[src/rtl/ma_ctrl_pkg.sv]
// rtl/ma_ctrl_pkg.sv - shared states, accumulator codes and window helpers for ma_window_ctrl
package ma_ctrl_pkg;

  typedef enum logic [2:0] {
    ST_IDLE  = 3'd0,
    ST_FLUSH = 3'd1,
    ST_LATCH = 3'd2,
    ST_SUB   = 3'd3,
    ST_ADD   = 3'd4,
    ST_OUT   = 3'd5
  } state_t;

  typedef enum logic [1:0] {
    ACC_HOLD = 2'd0,
    ACC_ADD  = 2'd1,
    ACC_SUB  = 2'd2,
    ACC_CLR  = 2'd3
  } acc_op_t;

  localparam int SHIFT_BASE = 2;

  // Window length in samples for a 2-bit select: 4, 8, 16, 32.
  function automatic int unsigned window_len(input logic [1:0] cfg);
    return 32'd4 << cfg;
  endfunction

endpackage

[src/rtl/ma_strobe_sync.sv]
// rtl/ma_strobe_sync.sv - strobe_in synchroniser with rising-edge detector
module ma_strobe_sync #(
  parameter int SYNC_STAGES = 2
) (
  input  logic clk,
  input  logic rst_n,
  input  logic strobe_in,
  output logic edge_pulse
);

  logic [SYNC_STAGES-1:0] sync_q;
  logic                   prev_q;

  always_ff @(posedge clk or negedge rst_n) begin
    if (!rst_n) begin
      sync_q <= '0;
      prev_q <= 1'b0;
    end else begin
      sync_q <= {sync_q[SYNC_STAGES-2:0], strobe_in};
      prev_q <= sync_q[SYNC_STAGES-1];
    end
  end

  // Decoded from flops only; one cycle wide per synchronised rising edge.
  assign edge_pulse = sync_q[SYNC_STAGES-1] & ~prev_q;

endmodule

[src/rtl/ma_window_ctrl.sv]
// rtl/ma_window_ctrl.sv - moving-average sequencer; MA_CTRL_WARMUP_EN suppresses strobe_out until the window is full
module ma_window_ctrl
  import ma_ctrl_pkg::*;
#(
  parameter int DATA_W      = 10,
  parameter int ADDR_W      = 5,
  parameter int SYNC_STAGES = 2
) (
  input  logic              clk,
  input  logic              rst_n,
  input  logic              strobe_in,
  input  logic [1:0]        filter_select,
  output logic              sample_latch,
  output logic [ADDR_W-1:0] ram_addr,
  output logic              ram_we,
  output logic [1:0]        acc_op,
  output logic [2:0]        shift_sel,
  output logic              strobe_out,
  output logic              busy,
  output logic              overrun,
  output logic              filled
);

  // DATA_W only sizes the datapath; the count width depends on ADDR_W alone.
  localparam int CntW  = (DATA_W > 0) ? ADDR_W + 1 : ADDR_W + 1;
  localparam int SyncN = (SYNC_STAGES < 2) ? 2 : SYNC_STAGES;

  state_t            state, state_nxt;
  acc_op_t           acc_nxt;
  logic [1:0]        cfg;
  logic [ADDR_W-1:0] wr_ptr, ptr_inc;
  logic [CntW-1:0]   count, count_inc, win_len, ptr_plus;
  logic              pend, pend_clr, edge_det, filled_now;
  logic              latch_nxt, we_nxt, out_nxt;

  ma_strobe_sync #(.SYNC_STAGES(SyncN)) u_sync (
    .clk        (clk),
    .rst_n      (rst_n),
    .strobe_in  (strobe_in),
    .edge_pulse (edge_det)
  );

  assign win_len    = CntW'(window_len(cfg));
  assign filled_now = (count == win_len);
  assign count_inc  = filled_now ? count : count + CntW'(1);
  assign ptr_plus   = CntW'(wr_ptr) + CntW'(1);
  assign ptr_inc    = (ptr_plus == win_len) ? '0 : ptr_plus[ADDR_W-1:0];
  assign ram_addr   = wr_ptr;

  always_comb begin
    state_nxt = state;
    unique case (state)
      ST_IDLE: begin
        if (filter_select != cfg) state_nxt = ST_FLUSH;
        else if (pend)            state_nxt = ST_LATCH;
      end
      ST_FLUSH: state_nxt = ST_IDLE;
      ST_LATCH: state_nxt = ST_SUB;
      ST_SUB:   state_nxt = ST_ADD;
      ST_ADD:   state_nxt = ST_OUT;
      ST_OUT:   state_nxt = ST_IDLE;
      default:  state_nxt = ST_IDLE;
    endcase

    // Outputs are decoded from the next state and registered, so each
    // strobe is high exactly while the FSM sits in the matching state.
    latch_nxt = (state_nxt == ST_LATCH);
    we_nxt    = (state_nxt == ST_ADD);
    acc_nxt   = ACC_HOLD;
    unique case (state_nxt)
      ST_FLUSH: acc_nxt = ACC_CLR;
      ST_SUB:   acc_nxt = filled_now ? ACC_SUB : ACC_HOLD;
      ST_ADD:   acc_nxt = ACC_ADD;
      default:  acc_nxt = ACC_HOLD;
    endcase
`ifdef MA_CTRL_WARMUP_EN
    out_nxt = (state_nxt == ST_OUT) && (count_inc == win_len);
`else
    out_nxt = (state_nxt == ST_OUT);
`endif
  end

  always_ff @(posedge clk or negedge rst_n) begin
    if (!rst_n) begin
      state        <= ST_IDLE;
      cfg          <= 2'd0;
      wr_ptr       <= '0;
      count        <= '0;
      sample_latch <= 1'b0;
      ram_we       <= 1'b0;
      acc_op       <= ACC_HOLD;
      shift_sel    <= 3'(SHIFT_BASE);
      strobe_out   <= 1'b0;
      busy         <= 1'b0;
      filled       <= 1'b0;
    end else begin
      state        <= state_nxt;
      sample_latch <= latch_nxt;
      ram_we       <= we_nxt;
      acc_op       <= acc_nxt;
      strobe_out   <= out_nxt;
      busy         <= (state_nxt != ST_IDLE);
      if (state_nxt == ST_FLUSH) begin
        cfg       <= filter_select;
        shift_sel <= 3'(SHIFT_BASE) + {1'b0, filter_select};
        wr_ptr    <= '0;
        count     <= '0;
        filled    <= 1'b0;
      end else if (state == ST_OUT) begin
        wr_ptr <= ptr_inc;
        count  <= count_inc;
        filled <= (count_inc == win_len);
      end
    end
  end

  // One-deep edge queue; a new edge beats the LATCH clear in the same cycle.
  assign pend_clr = (state_nxt == ST_LATCH);

  always_ff @(posedge clk or negedge rst_n) begin
    if (!rst_n) begin
      pend    <= 1'b0;
      overrun <= 1'b0;
    end else begin
      if (edge_det)      pend <= 1'b1;
      else if (pend_clr) pend <= 1'b0;

      if (state_nxt == ST_FLUSH)                overrun <= 1'b0;
      else if (edge_det && pend && !pend_clr)   overrun <= 1'b1;
    end
  end

endmodule

[config.mk]
export PLATFORM = sky130hd
export DESIGN_NAME = ma_window_ctrl
export DESIGN_NICKNAME = d
export VERILOG_FILES = /design/src/rtl/ma_ctrl_pkg.sv /design/src/rtl/ma_strobe_sync.sv /design/src/rtl/ma_window_ctrl.sv
export SDC_FILE = /design/constraint.sdc
export NUM_CORES = 1
export LEC_CHECK = 0
export CAP_MARGIN = 20
export CORE_ASPECT_RATIO = 1.75
export CORE_MARGIN = 1
export CORE_UTILIZATION = 30
export DETAILED_ROUTE_END_ITERATION = 7
export PLACE_DENSITY = 0.45
export SETUP_SLACK_MARGIN = 0.5
export SYNTH_ARGS = -nofsm -noshare
export SYNTH_HDL_FRONTEND = slang
export SYNTH_SLANG_ARGS = --single-unit
[constraint.sdc]
create_clock -name clk -period 4.9 [get_ports clk]
set_clock_uncertainty 0.15 [all_clocks]
set_input_delay 0.98 -clock clk [delete_from_list [all_inputs] [get_ports clk]]
set_output_delay 0.98 -clock clk [all_outputs]
set_load 0.02 [all_outputs]
After elaboration in Yosys (flattened, before gate mapping)
Index checks and enable logic that the tools add are counted.
{"block": "classes", "n_addsub": 3, "n_eq_ne": 13, "shift": 1, "muxes": 17, "n_bitwise": 2, "n_reduce_logical": 8}
{"op": "== test 6 bit", "n": 3}
{"op": "two-way mux 6 bit", "n": 3}
{"op": "two-way mux 5 bit", "n": 3}
{"op": "== test 3 x 2 -> 1 bit, second input constant", "n": 4}
{"op": "== test 3 bit, second input constant", "n": 4}
{"op": "one-hot mux 3 bit (4 select lines)", "n": 1}
{"op": "adder 5 x 1 -> 6 bit, second input constant", "n": 1}
{"op": "adder 6 x 1 -> 6 bit, second input constant", "n": 1}
{"op": "two-way mux 1 bit", "n": 6}
{"op": "two-way mux 3 bit", "n": 2}
{"op": "one-hot mux 2 bit (3 select lines)", "n": 1}
{"op": "nonzero test 2 bit", "n": 3}
{"op": "left shift 3 x 2 -> 6 bit, first input constant", "n": 1}
{"op": "adder 2 x 2 -> 3 bit, first input constant", "n": 1}
{"op": "== test 3 x 1 -> 1 bit, second input constant", "n": 1}
{"op": "zero test 3 bit", "n": 1}
{"op": "nonzero test 3 bit", "n": 1}
{"op": "logical AND 1 bit", "n": 2}
{"op": "two-way mux 2 bit", "n": 1}
{"op": "inequality test 2 bit", "n": 1}
{"op": "AND 1 bit", "n": 1}
{"op": "zero test 1 bit", "n": 1}
{"op": "inverter 1 bit", "n": 1}
{"block": "totals", "ff_bits": 31, "inputBits": 5, "out_inout_bits": 16, "word_cells": 59}

Depth between registers and ports, before layout
{"block": "logic_depth", "ltp_word": 8, "ltp_mapped": 8, "mapped_depth_nobuf": 7}

Cells and area by module
Synthesis repeated with hierarchy kept, for this count alone.
{"block": "hier_totals", "cells_unflattened": 163, "hier_area_um2": 1607.8}
{"mod": "ma_window_ctrl", "instances": 1, "cells_each": 159, "area_each_um2": 1519.0, "seq_area_each_um2": 651.9}
{"mod": "ma_strobe_sync", "instances": 1, "cells_each": 4, "area_each_um2": 88.8, "seq_area_each_um2": 75.1}

Least setup slack after synthesis
OpenSTA, ideal clock, no wires.
{"block": "synth_path", "path_type": "input -> register", "startpoint": "in filter_select[0]", "endpoint": "reg wr_ptr[2] (netlist: ram_addr[2])", "setup_time_ns": 0.076, "t_arrival_ns": 1.929, "required_time_ns": 4.674, "path_slack_ns": 2.744, "cell_stages": 6, "path_buffers": 0, "cell_sequence": "xnor2_1 > nand2_1 > and2_1 > nor2_1 > o21ai_0 > o21ai_1"}
{"block": "synth_via", "elab_chain_cells": 5, "word_cells_on_any_way": 6, "cone_classes": "2 x eq/ne; 3 x mux; 1 x reduce/logical"}
{"element": "start, declared", "line_no": "ma_window_ctrl.sv:12", "rtl": "input logic [1:0] filter_select,"}
{"element": "inequality test 2 bit (*)", "line_no": "ma_window_ctrl.sv:54", "rtl": "if (filter_select != cfg) state_nxt = ST_FLUSH;"}
{"element": "two-way mux 3 bit (*)", "line_no": "ma_window_ctrl.sv:54"}
{"element": "one-hot mux 3 bit (4 select lines) (*)", "line_no": "ma_window_ctrl.sv:52", "rtl": "unique case (state)"}
{"element": "== test 3 x 1 -> 1 bit (*)", "line_no": "ma_window_ctrl.sv:103", "rtl": "if (state_nxt == ST_FLUSH) begin"}
{"element": "two-way mux 5 bit or nonzero test 2 bit (tied branches)"}
{"element": "end signal, assigned", "line_no": "ma_window_ctrl.sv:110", "rtl": "wr_ptr <= ptr_inc;"}
{"element": "end, declared", "line_no": "ma_window_ctrl.sv:31", "rtl": "logic [ADDR_W-1:0] wr_ptr, ptr_inc;"}
Mark *: on every way between the ends. The rest lies on a longest branch, timed or not.
A chain may end at the register's enable or synchronous reset.

Final worst setup path
{"block": "layout_path", "startpoint": "reg shift_sel[2]", "endpoint": "out shift_sel[2]"}
{"element": "start, declared", "line_no": "ma_window_ctrl.sv:17", "rtl": "output logic [2:0] shift_sel,"}
{"element": "start signal, assigned", "line_no": "ma_window_ctrl.sv:92", "rtl": "shift_sel <= 3'(SHIFT_BASE);"}
{"element": "start signal, assigned", "line_no": "ma_window_ctrl.sv:105", "rtl": "shift_sel <= 3'(SHIFT_BASE) + {1'b0, filter_select};"}
No word-level cell between the ends.

==> impl_metrics.env <==
export IMPL_crit_path_start_kind="flop"
export IMPL_cp_data_arrival_time_ps=1850
export IMPL_wl_per_cell_um=14.9
export IMPL_min_path_type="reg -> reg"
export IMPL_antenna_found_initial=0
export IMPL_vdd_drop_max_mv=0.246
export IMPL_grt_pass1_wl_um=6470
export IMPL_routed_via_density=4.96
export IMPL_cts_tree="built"
export IMPL_r2r_end="ram_addr[2]"
export IMPL_postRouteAntennaNets=0
export IMPL_die_w_um=58.2
export IMPL_leakage_nw=0.793
export IMPL_dr_pass1_iters=4
export IMPL_fin_crit_ps=2980
export IMPL_vias=1304
export IMPL_fin_nets=196
export IMPL_clockBufferDepth=2
export IMPL_remaining_drc_errors=0
export IMPL_p_total_mw=1.09
export IMPL_final_common_cell="dfrtp_1"
export IMPL_synth_cells=171
export IMPL_status="completed"
export IMPL_max_stage_delay_ps=830
export IMPL_final_cell_mix="dfrtp_1, clkdlybuf4s50_1, nand2_1, nor2_1"
export IMPL_synth_seq_cells=29
export IMPL_maxCapViolCount=0
export IMPL_cp_num_buf_inv=1
export IMPL_whs_endpoint="u_sync.sync_q[1]"
export IMPL_synthDistinctLibCells=54
export IMPL_finalCritPeriodShare_pct=60.8
export IMPL_pre_cts_slack_ps=1960
export IMPL_cts_sinks=29
export IMPL_syn_nets=179
export IMPL_coreArea_sq_mm=0.00530
export IMPL_r2r_start="shift_sel[2]"
export IMPL_hold_start="u_sync.sync_q[0]"
export IMPL_fmax_mhz=336
export IMPL_yosys_warnings=0
export IMPL_cp_end_kind="output port"
export IMPL_area_growth_pct=18.8
export IMPL_hold_violations=0
export IMPL_critPathRequiredTime_ps=3770
export IMPL_fin_ws_ps=1920
export IMPL_cts_hold_buf=0
export IMPL_async_reset_ff_share_pct=100
export IMPL_cts_inserted_buffers=5
export IMPL_fillers=548
export IMPL_multi_input_area_sq_um=841
export IMPL_die_height_um=100
export IMPL_postSynthAreaPerCell_sq_um=9.71
export IMPL_portBuffers=20
export IMPL_finalMaxSlewViolations=0
export IMPL_htree_levels=2
export IMPL_synth_edf_count=0
export IMPL_dieArea_sq_mm=0.00585
export IMPL_num_io_pins=21
export IMPL_hpwl_um=2870
export IMPL_register_area_sq_um=727
export IMPL_start_util_pct=31.3
export IMPL_cp_top_family="flip-flops"
export IMPL_slowest_stage="dfrtp_1"
export IMPL_clk_pin_slew_worst_paths_ps=60
export IMPL_max_slew_margin_pct=49.7
export IMPL_yosysSeqAreaShare_pct=43.8
export IMPL_reg2regPathDepth=6
export IMPL_rows=35
export IMPL_final_cells=263
export IMPL_grt_max_degree=30
export IMPL_power_density_mw_per_mm2=553
export IMPL_drt_first_iter_violations=15
export IMPL_setup_viol=0
export IMPL_crit_type="reg -> out"
export IMPL_synthFlopType="dfrtp_1"
export IMPL_place_gp_congestion=0.779
export IMPL_tns_ps=0
export IMPL_worst_pin_slew_ps=754
export IMPL_grt_overflow=0
export IMPL_path_max_fanout=19
export IMPL_grt_pass1_vias=1366
export IMPL_wirelength_um=3910
export IMPL_cts_repair_resized=0
export IMPL_syn_area_sq_mm=0.00166
export IMPL_root_buffer="clkbuf_8"
export IMPL_clock_latency_ps=280
export IMPL_path_cells="clkdlybuf4s50_1"
export IMPL_hold_depth=0
export IMPL_postCtsSetupBuffers=0
export IMPL_antenna_cells=0
export IMPL_drive_gt1_share_pct=12.7
export IMPL_rsz0062_at_grt="false"
export IMPL_gr_usage_all_layers_pct=14.7
export IMPL_r2r_setup_slack_ps=2590
export IMPL_dp_cells=255
-- synth_stat cells, types with 4 or more instances --
master   number  area share, %
o21ai_0       7            2.1
nor2_1       13            2.9
inv_1         5            1.1
dfrtp_1      28             42
nand2_1      19            4.3
mux2i_1       5            3.0
xnor2_1       7            3.7
nand3_1       4            1.2
o21ai_1       6            1.8
a21oi_1       7            2.1
buf_2         4            1.2
nor3_1        5            1.5
-- logic make-up (layout without fill, tap and decap cells) --
family	after synthesis	count (layout)	synth area share [%]
AND/OR/NAND/NOR	65	65	21.6
AO/OA/AOI/OAI	42	42	18.4
flip-flops	29	29	43.8
buffers and inverters	17	35	5.58
XOR/XNOR	9	9	4.75
multiplexers	6	6	3.69
adder cells (fa/ha/maj)	3	3	2.26
-- worst max-delay path by stage --
| stage | startpoint | end | depth (start not counted) |
|---|---|---|---|
| CTS | shift_sel[2] | shift_sel[2] | 1 |
| finish | shift_sel[2] | shift_sel[2] | 1 |
| detailed placement | filter_select[1] | ram_addr[2] | 7 |
| global route | shift_sel[2] | shift_sel[2] | 1 |
| global placement | filter_select[1] | ram_addr[2] | 7 |
| floorplan | filter_select[0] | ram_addr[2] | 6 |
-- state kept, by name, indices dropped and copies added, names as in the netlist, 2 cells and up --
| register | flops |
|---|---|
| acc_op | 2 |
| count | 6 |
| ram_addr | 5 |
| shift_sel | 3 |
| state | 3 |
| u_sync.sync_q | 2 |
-- metrics by stage --
step | hold WS (ps) | area, sq um | util, %
after floorplan | 181 | 1660 | -
after global placement | 186 | 1890 | 35.7
after detailed placement | 192 | 1890 | 35.7
after CTS | 206 | 1970 | 37.2
after global routing | 218 | 1970 | 37.2
final | 203 | 1970 | 37.2
-- where the power goes --
group          total (mW)  internal, mW  switching (mW)
combinational       0.476         0.212           0.264
sequential          0.427         0.306           0.120
clock               0.187        0.0994          0.0876
total                1.09         0.618           0.472
-- layout make-up --
class                           instances  share of cell area [%]
Clock buffer                            7                    3.87
Clock inverter                          1                   0.254
Inverter                                6                    1.14
Multi-Input combinational cell        125                    42.6
Sequential cell                        29                    36.9
Tap cell                               74                    4.70
Timing Repair Buffer                   21                    10.5
-- layer usage --
layer / up-vias / wire (um) / global-route usage (%)
li1: 635 / - / -
met1: 640 / 1600 / 15.5
met2: 21 / 2120 / 27.4
met3: 8 / 89 / 2.58
met4: 0 / 92 / 6.59
met5: - / 0 / 0
Note: power is estimated with default switching activity, not from simulation.
